`config.mk`:
```
export PLATFORM = sky130hd
export DESIGN_NAME = param_xform_pipe
export DESIGN_NICKNAME = d
export VERILOG_FILES = /design/src/rtl/param_xform_pkg.sv /design/src/rtl/xform_stage.sv /design/src/rtl/param_xform_pipe.sv
export SDC_FILE = /design/constraint.sdc
export NUM_CORES = 1
export LEC_CHECK = 0
export ABC_AREA = 1
export BUFFER_PORTS_ARGS = -buffer_cell sky130_fd_sc_hd__buf_2
export CORE_MARGIN = 5
export CORE_UTILIZATION = 51
export DETAILED_ROUTE_END_ITERATION = 6
export PLACE_DENSITY = 0.89
export SYNTH_ARGS = -nofsm -noshare
export SYNTH_HDL_FRONTEND = slang
export SYNTH_SLANG_ARGS = --single-unit
```
`constraint.sdc`:
```
create_clock -name clk -period 1.9 [get_ports clk]
set_clock_uncertainty 0.05 [all_clocks]
set_input_delay 0.285 -clock clk [delete_from_list [all_inputs] [get_ports clk]]
set_output_delay 0.285 -clock clk [all_outputs]
set_load 0.005 [all_outputs]
```
`src/rtl/param_xform_pkg.sv`:
```
// Shared mode encodings and the per-item transform for the param_xform_pipe family.
// The transform works on a fixed maximum width; callers zero-extend and keep the low bits.
package param_xform_pkg;

  localparam logic [1:0] MODE_PASS = 2'b00;
  localparam logic [1:0] MODE_INV  = 2'b01;
  localparam logic [1:0] MODE_REV  = 2'b10;
  localparam logic [1:0] MODE_INC  = 2'b11;

  localparam int XFORM_MAX_W = 64;
  localparam int XFORM_IW    = $clog2(XFORM_MAX_W);

  // Only the low `width` bits of the result are meaningful.
  function automatic logic [XFORM_MAX_W-1:0] xform(
    input logic [1:0]             mode,
    input logic [XFORM_MAX_W-1:0] data,
    input int                     width
  );
    logic [XFORM_MAX_W-1:0] r;
    r = data;
    case (mode)
      MODE_INV: r = ~data;
      MODE_REV: begin
        r = '0;
        for (int i = 0; i < XFORM_MAX_W; i++) begin
          if (i < width) r[XFORM_IW'(width - 1 - i)] = data[i];
        end
      end
      MODE_INC: r = data + XFORM_MAX_W'(1);
      default:  r = data;
    endcase
    return r;
  endfunction

endpackage

```
`src/rtl/xform_stage.sv`:
```
// One pipeline register slot: valid bit plus payload, advancing when it is empty
// or when its downstream takes the current item.
module xform_stage #(
  parameter int WIDTH = 8
) (
  input  logic             clk,
  input  logic             rst_n,
  input  logic             up_valid,
  input  logic [WIDTH-1:0] up_data,
  input  logic             down_ready,
  output logic             moving,
  output logic             valid,
  output logic [WIDTH-1:0] data
);

  assign moving = !valid || down_ready;

  // Payload only loads with a real item so a drained slot keeps its last value.
  always_ff @(posedge clk) begin
    if (!rst_n) begin
      valid <= 1'b0;
      data  <= '0;
    end else if (moving) begin
      valid <= up_valid;
      if (up_valid) data <= up_data;
    end
  end

endmodule

```
`src/rtl/param_xform_pipe.sv`:
```
// WIDTH-bit, DEPTH-stage valid/ready pipeline applying a per-item transform at entry.
// Define XFORM_PARITY_EN to add the out_parity port (XOR of the presented payload).
module param_xform_pipe
  import param_xform_pkg::*;
#(
  parameter int WIDTH = 8,
  parameter int DEPTH = 2
) (
  input  logic                       clk,
  input  logic                       rst_n,
  input  logic                       in_valid,
  output logic                       in_ready,
  input  logic [WIDTH-1:0]           in_data,
  input  logic [1:0]                 in_mode,
  output logic                       out_valid,
  input  logic                       out_ready,
  output logic [WIDTH-1:0]           out_data,
  output logic [$clog2(DEPTH+1)-1:0] occupancy
`ifdef XFORM_PARITY_EN
  ,
  output logic                       out_parity
`endif
);

  localparam int OW = $clog2(DEPTH + 1);

  logic [XFORM_MAX_W-1:0] in_ext;
  logic [XFORM_MAX_W-1:0] xf_full;
  logic                   unused_xf;
  logic [DEPTH:0]         ready_s;
  logic [DEPTH-1:0]       valid_s;
  logic [WIDTH-1:0]       data_s [DEPTH];
  logic                   in_xfer;
  logic                   out_xfer;

  always_comb begin
    in_ext             = '0;
    in_ext[WIDTH-1:0]  = in_data;
  end

  assign xf_full   = xform(in_mode, in_ext, WIDTH);
  assign unused_xf = ^xf_full;

  // Ready ripples combinationally from the consumer back to the producer.
  assign ready_s[DEPTH] = out_ready;

  for (genvar k = 0; k < DEPTH; k++) begin : g_stage
    logic             up_valid;
    logic [WIDTH-1:0] up_data;
    if (k == 0) begin : g_head
      assign up_valid = in_valid;
      assign up_data  = xf_full[WIDTH-1:0];
    end else begin : g_body
      assign up_valid = valid_s[k-1];
      assign up_data  = data_s[k-1];
    end
    xform_stage #(.WIDTH(WIDTH)) u_stage (
      .clk        (clk),
      .rst_n      (rst_n),
      .up_valid   (up_valid),
      .up_data    (up_data),
      .down_ready (ready_s[k+1]),
      .moving     (ready_s[k]),
      .valid      (valid_s[k]),
      .data       (data_s[k])
    );
  end

  assign in_ready  = rst_n && ready_s[0];
  assign out_valid = valid_s[DEPTH-1];
  assign out_data  = data_s[DEPTH-1];

  assign in_xfer  = in_valid && in_ready;
  assign out_xfer = out_valid && out_ready;

  always_ff @(posedge clk) begin
    if (!rst_n) begin
      occupancy <= '0;
    end else if (in_xfer && !out_xfer) begin
      occupancy <= occupancy + OW'(1);
    end else if (out_xfer && !in_xfer) begin
      occupancy <= occupancy - OW'(1);
    end
  end

`ifdef XFORM_PARITY_EN
  assign out_parity = ^out_data;
`endif

endmodule

```
# After elaboration in Yosys (flattened, before gate mapping)
# Cells that the tools add are included.
[word_totals]
regBits = 20
out_inout_bits = 12
elab_cells = 29
[classes]
addsub = 3
n_eq_ne = 3
muxes = 3
bitwise = 1
n_reduce_logical = 14
[ops]
columns = ["op", "count"]
rows = [
  ["one-hot mux 8 bit (3 select lines)", 1],
  ["adder 8 x 1 -> 8 bit, second input constant", 1],
  ["NOT 8 bit", 1],
  ["logical AND 1 bit", 5],
  ["== test 2 bit, second input constant", 2],
  ["zero test 1 bit", 4],
  ["2-to-1 mux 2 bit", 2],
  ["AND reduction 2 bit", 2],
  ["adder 2 x 1 -> 2 bit, second input constant", 1],
  ["== test 2 x 1 -> 1 bit, second input constant", 1],
  ["logical OR 1 bit", 2],
  ["nonzero test 2 bit", 1],
  ["subtractor 2 x 1 -> 2 bit, second input constant", 1],
]

# Longest topological paths before layout
# Gate-level depths: netlist (run 1).
[depth]
word_depth = 9
mapped_depth = 10
ltp_nobuf = 9

# Modules after synthesis
# A second synthesis (run 1) with hierarchy kept.
[unflattened]
cells_unflattened = 206
hier_area_um2 = 1462.7
[modules_own_cells]
columns = ["mod", "instances", "cells_per_inst", "area_each_um2"]
rows = [
  ["xform_stage", 2, 57, 478.0],
  ["param_xform_pipe", 1, 92, 506.7],
]

# Worst setup path after synthesis (run 1)
# OpenSTA, ideal clock, no wires.
[synth_path]
path_kind = "register -> register"
startpoint = "register g_stage[1].u_stage.valid"
endpoint = "register occupancy[1]"
arrival_time_ns = 1.508
setup_slack_ns = 0.218
stages_incl_launch_ff = 10
path_buffers = 1
synth_period_minus_slack_ns = 1.682
path_cell_list = "dfxtp_1 -> nand3_1 -> nand2_1 -> buf_4 -> nor2_1 -> ha_1 -> a21oi_1 -> o21ai_0 -> o21ai_1 -> a21oi_1"
[synth_between]
elab_chain_cells = 8
[synth_lines]
columns = ["element", "line_no", "text"]
rows = [
  ["start: declaration", "xform_stage.sv:12", "output logic valid,"],
  ["start signal: assignment", "xform_stage.sv:24", "valid <= up_valid;"],
  ["zero test 1 bit", "xform_stage.sv:16", "assign moving = !valid || down_ready;"],
  ["logical OR 1 bit (2 in a row)", "xform_stage.sv:16", ""],
  ["logical AND 1 bit", "param_xform_pipe.sv:69", "assign in_ready = rst_n && ready_s[0];"],
  ["logical AND 1 bit", "param_xform_pipe.sv:73", "assign in_xfer = in_valid && in_ready;"],
  ["zero test 1 bit", "param_xform_pipe.sv:81", "end else if (out_xfer && !in_xfer) begin"],
  ["logical AND 1 bit", "param_xform_pipe.sv:81", ""],
  ["nonzero test 2 bit (no source line)", "--", ""],
  ["end signal: assignment", "param_xform_pipe.sv:80", "occupancy <= occupancy + OW'(1);"],
  ["end signal: assignment", "param_xform_pipe.sv:82", "occupancy <= occupancy - OW'(1);"],
  ["end: declaration", "param_xform_pipe.sv:18", "output logic [$clog2(DEPTH+1)-1:0] occupancy"],
]
# Several ways; a longest one is shown, not always the timed one.
# A chain may end at the register's enable or synchronous reset.

# Worst setup path after layout (run 1)
# Ends and elaborated chain as after synthesis.

==> results.cfg, run 1 <==
[global_route]
grt_start_max_net_pins = 15
grt_pass1_wl_um = 4498
track_usage_pct = 17.93
grt_antenna_before_repair = 0
grt-ovfl-total = 0
grt_pass1_vias = 1083

[clock_network]
clockBufferDepth = 2
cts_buffers = 3
cts_hold_buf = 0
cts_setup_buffers = 0
clk_pin_slew_ps = 110
root_buffer = clkbuf_4
cts_tree = done
post_cts_resize_count = 0
h-tree-depth = 1
clock_sinks = 20
clock_latency_ps = 310

[place]
dp.cells = 215
port-buffer-count = 25
dp_hpwl_um = 2030
gp_congestion = 0.9036

[setup_path]
crit_fanout = 4
crit_type = register to register
cp.required_ps = 2050
crit_arrival_ps = 1770
r2r-end = occupancy[1]$_SDFFE_PN0P_
r2r_cells = 8
r2r_start = g_stage[1].u_stage.valid$_SDFFE_PN0P_
worst_setup_path_start_kind = register
cp-end-kind = register
reg2reg_slack_ps = 280

[synthesis]
yosysWarnings = 0
syn_area_per_cell_um2 = 6.506
syn_area_mm2 = 0.001074
syn_nets = 181
synthDistinctLibCells = 20
synth-seq-cells = 20
ys_seq_area_share_pct = 37.30
postSynthCellCount = 165

[timing]
fin_crit_ps = 1622
fin_crit_sh_pct = 85.36
slew_viol_final = 0
rsz0062_at_grt = no
worst_slew_pin_slew_ps = 308.2
fmax_mhz = 616.6
maxSlewHeadroom_pct = 79.43
finalHoldViolations = 0
tns_ps = 0
setup_viol = 0

[cells_and_area]
area_delta_synth_final_pct = 18.88
multi_input_area_um2 = 566.8
final_cells = 219
drive_gt1_share_pct = 21.35
seqCellArea_um2 = 400.4
fill_cells = 171
diodes = 0
final_nets = 209

[run_status]
status = completed

[worst_hold_path]
min-delay-start = in_data[4]
hp-class = primary input to register
min_to = g_stage[0].u_stage.data[4]$_SDFFE_PN0P_
hold_depth = 4

[detailed_routing]
finalWirelength_um = 2551
first_pass_iters = 4
wire_per_inst_um = 11.65
drtAntennaViolNets = 0
viasPerCell = 5.329
vias = 1167
drt_iter0_drc = 24
drc = 0

[die]
io_pins = 26
die_y_um = 55.88
rows = 16
initial_core_util_pct = 54.17
fp.dieW_um = 55.88
die-area_mm2 = 0.003123
core_mm2 = 0.001982

[power_and_ir_drop]
p_leak_uw = 0.0006414
irDropWorstVdd_uv = 395.1
power_density_mw_per_mm2 = 782.3

[run]
drv_cap = 0
-- placed cells by master (no fill, tap or decap) --
cell type   n
nand3_1     9
o21ai_0    17
ha_1        2
nand2_4     1
nor2_1     21
inv_2       5
a21oi_1    23
nor3_1      1
inv_1      17
xor2_1      1
clkbuf_4    3
bufinv_16   1
nand2_2     1
nor2_2      2
dfxtp_1    20
o21ai_1     8
a21oi_2     1
buf_4       2
buf_2      25
o2111ai_1   1
nand2_1    31
-- where the power goes --
| part | total [µW] | switching [µW] | internal (µW) |
|---|---|---|---|
| Sequential | 467 | 15.8 | 451 |
| Combinational | 188 | 115 | 72.5 |
| Clock | 343 | 130 | 214 |
| Total | 998 | 261 | 737 |
-- metal layers --
metal / wire (µm) / up-vias / global-route usage (%)
li1: - / 591 / -
met1: 1084 / 521 / 20.08
met2: 1224 / 46 / 31.42
met3: 151 / 9 / 2.784
met4: 90 / 0 / 11.19
met5: 0 / - / 0
-- how the worst max path moves through the flow --
stage | start | end | slack, ps | depth (start not counted)
CTS | g_stage[1].u_stage.valid$_SDFFE_PN0P_ | occupancy[1]$_SDFFE_PN0P_ | 300 | 8
detailed placement | out_ready | occupancy[1]$_SDFFE_PN0P_ | 250 | 10
finish | g_stage[1].u_stage.valid$_SDFFE_PN0P_ | occupancy[1]$_SDFFE_PN0P_ | 280 | 8
global route | g_stage[1].u_stage.valid$_SDFFE_PN0P_ | occupancy[1]$_SDFFE_PN0P_ | 150 | 8
global placement | out_ready | occupancy[1]$_SDFFE_PN0P_ | 370 | 10
floorplan | g_stage[1].u_stage.valid$_SDFFE_PN0P_ | occupancy[1]$_SDFFE_PN0P_ | 220 | 9
-- cell families after synthesis --
family	share of synthesized area, %
XOR/XNOR	0.8160
AO/OA/AOI/OAI	24.01
adder cells (fa/ha/maj)	2.331
flip-flops	37.30
AND/OR/NAND/NOR	25.64
buffers and inverters	9.906
-- through the flow --
stage	utilization (%)	setup WS (ps)	total power, µW	hold slack (ps)	area [µm²]
global placement	61.74	367.4	653.9	390.9	1224
CTS	64.39	300.1	1002	224.3	1276
finish	64.39	278.1	998.4	227.4	1276
floorplan	-	218.4	593.7	373.4	1074
detailed placement	61.74	251.2	662.4	395.9	1224
global route	64.39	152.4	1058	238.8	1276
-- cell type report --
type	count	area share [%]
multi-input cells	119	44.41
clock buffers	3	1.765
inverters	22	6.471
flip-flops and latches	20	31.37
well taps	27	2.647
clock inverters	1	2.353
repair buffers	27	10.98
-- flip-flops by register name (all words and copies together) (netlist names) --
signal                 flops
g_stage.u_stage.data      16
g_stage.u_stage.valid      2
occupancy                  2
-- worst max-delay path: stages (launching register included) --
cell and delay, ps:
dfxtp_1 400, nand3_1 150, nand2_1 110, nor2_1 50, ha_1 310, a21oi_1 120
o21ai_0 130, o21ai_1 140, a21oi_1 50
-- synth_stat cells --
library cell | number | share of area, %
dfxtp_1 | 20 | 37
nand3_1 | 9 | 4.2
inv_2 | 5 | 1.7
o21ai_0 | 17 | 7.9
nand2_4 | 1 | 1.0
nand2_1 | 31 | 11
buf_2 | 1 | 0.47
buf_1 | 1 | 0.35
nor2_2 | 2 | 1.2
o2111ai_1 | 1 | 0.82
o21ai_1 | 8 | 3.7
buf_4 | 2 | 1.4
nand2_2 | 1 | 0.58
xor2_1 | 1 | 0.82
nor3_1 | 1 | 0.47
ha_1 | 2 | 2.3
nor2_1 | 21 | 7.3
a21oi_2 | 1 | 0.82
a21oi_1 | 23 | 11
inv_1 | 17 | 5.9
(Power assumes the default switching activity.)
==> run 2: changes to the inputs <==
--- a/config.mk
+++ b/config.mk
@@ -10,7 +10,8 @@
 export CORE_MARGIN = 5
 export CORE_UTILIZATION = 51
 export DETAILED_ROUTE_END_ITERATION = 6
-export PLACE_DENSITY = 0.89
+export PLACE_DENSITY = 0.75
+export REMOVE_ABC_BUFFERS = 1
 export SYNTH_ARGS = -nofsm -noshare
 export SYNTH_HDL_FRONTEND = slang
 export SYNTH_SLANG_ARGS = --single-unit
==> run 2 against run 1 <==
Against the previous run: combinational power barely moved; flip-flop and latch count did not move; clock-buffer cell count did not move; die area did not move; core utilization fell by 1.1 points; sequential power barely moved; register-to-register slack barely moved; sequential share of layout area rose by 0.56 points; first-iteration DRC count rose by 46%; global-route usage fell by 1.2 points; clock power fell by 46%; critical path depth did not move.
==> results.cfg, run 2 (synthesis results as in run 1) <==
[timing]
fin_crit_sh_pct = 85.89
tns_ps = 0
worst_slew_pin_slew_ps = 304.2
rsz0062_at_grt = no
slew_viol_final = 0
maxSlewHeadroom_pct = 79.70
fmax_mhz = 612.8
setup_viol = 0
finalHoldViolations = 0
fin_crit_ps = 1632
timing.hold.ws_ps = 253.4

[die]
initial_core_util_pct = 54.17
die_y_um = 55.88
core_mm2 = 0.001982
fp.dieW_um = 55.88
io_pins = 26
rows = 16
die-area_mm2 = 0.003123

[setup_path]
cp-end-kind = register
cp.required_ps = 2020
r2r_cells = 8
r2r_start = g_stage[1].u_stage.valid$_SDFFE_PN0P_
reg2reg_slack_ps = 270
crit_type = register to register
critPathMaxStageDelay_ps = 390
r2r-end = occupancy[1]$_SDFFE_PN0P_
crit_arrival_ps = 1760
cpLargestDelayFamily = compound AO/OA/AOI/OAI gates
worst_setup_path_start_kind = register
path_buf_inv = 0
slowest_stage = dfxtp_1
crit_fanout = 4
cpMostUsedCell = a21oi_1
crit_path_cell_trace = nand3_1 > nand2_1 > nor2_1 > ha_1 > a21oi_1 > o21ai_0 > o21ai_1 > a21oi_1

[cells_and_area]
layout_common_cells = nand2_1 (31), buf_2 (25), a21oi_1 (23), nor2_1 (21), dfxtp_1 (20)
largest_register_ffs = 16
largest-register = g_stage.u_stage.data
area_delta_synth_final_pct = 16.78
diodes = 0
drive_gt1_share_pct = 21.35
final_common_cell = nand2_1
design_area_mm2 = 0.001254
final_nets = 210
top_regs = g_stage.u_stage.data: 16 flops, g_stage.u_stage.valid: 2 flops, occupancy: 2 flops

[detailed_routing]
viasPerCell = 5.215
vias = 1142
drt_iter0_drc = 35
wire_per_inst_um = 11.69
drc = 0
drtAntennaViolNets = 0
first_pass_iters = 4
finalWirelength_um = 2561

[clock_network]
clk_pin_slew_ps = 100
post_cts_resize_count = 0
clock_sinks = 20
cts_setup_buffers = 0
clockBufferDepth = 2
cts_hold_buf = 0
cts_tree = done
h-tree-depth = 1
clock_latency_ps = 280
root_buffer = clkbuf_4
cts_buffers = 3

[place]
dp_hpwl_um = 2024
placed_area_mm2 = 0.001231
gp_congestion = 0.8272
port-buffer-count = 25

[run_status]
status = completed

[global_route]
track_usage_pct = 16.75
grt_start_max_net_pins = 15
grt_antenna_before_repair = 0
grt_pass1_vias = 1101
grt_pass1_wl_um = 4374
grt-ovfl-total = 0

[power_and_ir_drop]
p_total_uw = 841.9
irDropWorstVdd_uv = 323.7
p_leak_uw = 0.0006321
power_density_mw_per_mm2 = 671.6

[worst_hold_path]
hp-class = primary input to register
min-delay-start = out_ready
hold_depth = 4
min_to = g_stage[1].u_stage.valid$_SDFFE_PN0P_

[run]
drv_cap = 0
==> run 2: worst register-to-register path: cells and delay by family, from the launching register on <==
family / cells / cell delay, ps
DFF: 1 / 390
and+or+nand+nor: 3 / 300
adders and majority gates: 1 / 310
AOI/OAI and AO/OA: 4 / 490
==> run 2: how the worst max path moves through the flow <==
stage	startpoint	depth (start not counted)	slack, ps	end
2_1_floorplan	g_stage[1].u_stage.valid$_SDFFE_PN0P_	8	220	occupancy[1]$_SDFFE_PN0P_
3_3_place_gp	out_ready	10	370	occupancy[1]$_SDFFE_PN0P_
3_5_place_dp	out_ready	10	200	occupancy[1]$_SDFFE_PN0P_
4_1_cts	g_stage[1].u_stage.valid$_SDFFE_PN0P_	8	260	occupancy[1]$_SDFFE_PN0P_
5_1_grt	g_stage[1].u_stage.valid$_SDFFE_PN0P_	8	130	occupancy[1]$_SDFFE_PN0P_
6_report	g_stage[1].u_stage.valid$_SDFFE_PN0P_	8	270	occupancy[1]$_SDFFE_PN0P_
==> run 2: layout make-up <==
class	count	area, µm²
clock buffer	3	22.52
fill	196	728.2
inverter	22	82.58
multi-input combinational	119	566.8
sequential	20	400.4
tap	27	33.78
timing repair buffer	28	147.6
==> run 2: per-layer routing <==
metal  GRT usage (%)  up-vias  routed length (µm)
met5               0        -                   0
met4           7.797        0                  51
met3           2.784        7                 178
met2           31.25       54                1280
met1           18.16      488                1051
li1                -      593                   -
==> run 2: where the power goes <==
part	switching [µW]	internal, µW
clock	113	73.4
sequential	15.7	451
combinational	115	73.8
total	243	598
==> run 2: metrics by stage <==
stage	setup WS (ps)	util (%)	std cells
after CTS	259.3	63.26	219
after floorplan	221.8	-	161
after global routing	130.8	63.26	219
after global placement	366.2	62.12	216
after detailed placement	202.8	62.12	216
final	268.1	63.26	219
==> run 3: changes to the inputs <==
--- a/config.mk
+++ b/config.mk
@@ -9,6 +9,7 @@
 export BUFFER_PORTS_ARGS = -buffer_cell sky130_fd_sc_hd__buf_2
 export CORE_MARGIN = 5
 export CORE_UTILIZATION = 51
+export CTS_BUF_LIST = sky130_fd_sc_hd__clkbuf_16
 export DETAILED_ROUTE_END_ITERATION = 6
 export PLACE_DENSITY = 0.75
 export REMOVE_ABC_BUFFERS = 1
==> run 3 against run 2 <==
Against the previous run: final area increased by 4.2%; flip-flop and latch count unchanged; sequential share of layout area fell by 1.3 points; global-route usage increased by 1.2 points; sequential power about the same; via count increased by 2.6%; core utilization increased by 2.7 points; power increased by 27%; first-iteration DRC count up 29%; wire length increased by 5.9%; fmax up 0.36%; critical path type unchanged.
==> results.cfg, run 3 (synthesis results as in run 1) <==
[timing]
rsz0062_at_grt = no
slew_viol_final = 0
finalHoldViolations = 0
maxSlewHeadroom_pct = 80.96
fin_crit_ps = 1626
fmax_mhz = 615.0
worst_slew_pin_slew_ps = 282.7
tns_ps = 0
fin_crit_sh_pct = 85.58
setup_viol = 0

[clock_network]
root_buffer = clkbuf_16
clock_sinks = 20
clk_pin_slew_ps = 50
cts_tree = done
clockBufferDepth = 2
h-tree-depth = 1
post_cts_resize_count = 0
cts_setup_buffers = 0
cts_buffers = 3
clock_latency_ps = 250
cts_hold_buf = 0

[cells_and_area]
top_regs = g_stage.u_stage.data: 16 flops, g_stage.u_stage.valid: 2 flops, occupancy: 2 flops
multi_input_area_um2 = 566.8
fin_util_pct = 65.91
fill_cells = 186
area_delta_synth_final_pct = 21.68
final_nets = 210
seqCellArea_um2 = 400.4
largest_register_ffs = 16
largest-register = g_stage.u_stage.data
drive_gt1_share_pct = 21.35
diodes = 0
layout_common_cells = nand2_1 (31), buf_2 (25), a21oi_1 (23), nor2_1 (21), dfxtp_1 (20)
final_common_cell = nand2_1

[place]
gp_congestion = 0.8272
port-buffer-count = 25
dp_hpwl_um = 2024

[setup_path]
worst_setup_path_start_kind = register
crit_type = register to register
crit_arrival_ps = 1700
crit_fanout = 4
cp.required_ps = 1980
r2r_cells = 8
cp-end-kind = register

[die]
core_mm2 = 0.001982
rows = 16
die-area_mm2 = 0.003123
fp.dieW_um = 55.88
die_y_um = 55.88
initial_core_util_pct = 54.17
io_pins = 26

[worst_hold_path]
hp-class = primary input to register
hold_depth = 4

[global_route]
grt_pass1_vias = 1141
grt_antenna_before_repair = 0
grt_pass1_wl_um = 4609
grt_start_max_net_pins = 15
track_usage_pct = 17.93
grt-ovfl-total = 0

[detailed_routing]
drtAntennaViolNets = 0
wire_per_inst_um = 12.38
first_pass_iters = 5
wl_met3_um = 201
wl_met2_um = 1390
vias = 1172
top_layer = met4
drt_iter0_drc = 45
finalWirelength_um = 2711
wl_met1_um = 1064
viasPerCell = 5.352
drc = 0

[power_and_ir_drop]
p_leak_uw = 0.0006553
irDropWorstVdd_uv = 516.7
power_density_mw_per_mm2 = 821.2

[run]
drv_cap = 0

[run_status]
status = completed
[run 3: cell types whose count changed in the layout (fill, tap and decap cells not counted)]
cell | before | now
clkbuf_16 | 0 | 3
clkbuf_4 | 3 | 0
[run 3: final timing paths]
kind / slack [ps] / end / start
setup / recovery: 270 / occupancy[1]$_SDFFE_PN0P_ / g_stage[1].u_stage.valid$_SDFFE_PN0P_
hold / removal: 320 / g_stage[0].u_stage.data[4]$_SDFFE_PN0P_ / in_data[4]
setup reg to reg: 270 / occupancy[1]$_SDFFE_PN0P_ / g_stage[1].u_stage.valid$_SDFFE_PN0P_
hold reg to reg: 410 / g_stage[1].u_stage.data[1]$_SDFFE_PN0P_ / g_stage[0].u_stage.data[1]$_SDFFE_PN0P_
[run 3: critical path, cell delays in order (launching register included)]
cell     delay (ps)
dfxtp_1         370
nand3_1         140
nand2_1         110
nor2_1           50
ha_1            310
a21oi_1         120
o21ai_0         140
o21ai_1         170
a21oi_1          60
[run 3: stage by stage]
| step | setup slack, ps | cells | cell area [µm²] | hold slack (ps) | power [µW] |
|---|---|---|---|---|---|
| floorplan | 221.8 | 161 | 1050 | 370.7 | 583.4 |
| global placement | 366.2 | 216 | 1231 | 391.7 | 656.8 |
| detailed placement | 202.8 | 216 | 1231 | 405.1 | 663.9 |
| CTS | 266.5 | 219 | 1306 | 309.4 | 1079 |
| global route | 139.4 | 219 | 1306 | 324.2 | 1130 |
| finish | 274.0 | 219 | 1306 | 318.1 | 1073 |
[run 3: cell type report]
class | instances | share of cell area [%]
Multi-Input combinational cell | 119 | 43.39
Tap cell | 27 | 2.586
Inverter | 22 | 6.322
Sequential cell | 20 | 30.65
Clock buffer | 3 | 5.747
Timing Repair Buffer | 28 | 11.30
[run 3: layer usage]
layer / GRT usage [%] / up-vias
li1: - / 593
met1: 18.69 / 508
met2: 33.78 / 62
met3: 4.176 / 9
met4: 7.797 / 0
met5: 0 / -
[run 3: power by group]
group	internal, µW	total [µW]	switching (µW)
sequential	452	469	16.4
clock	277	414	138
combinational	73.7	190	116
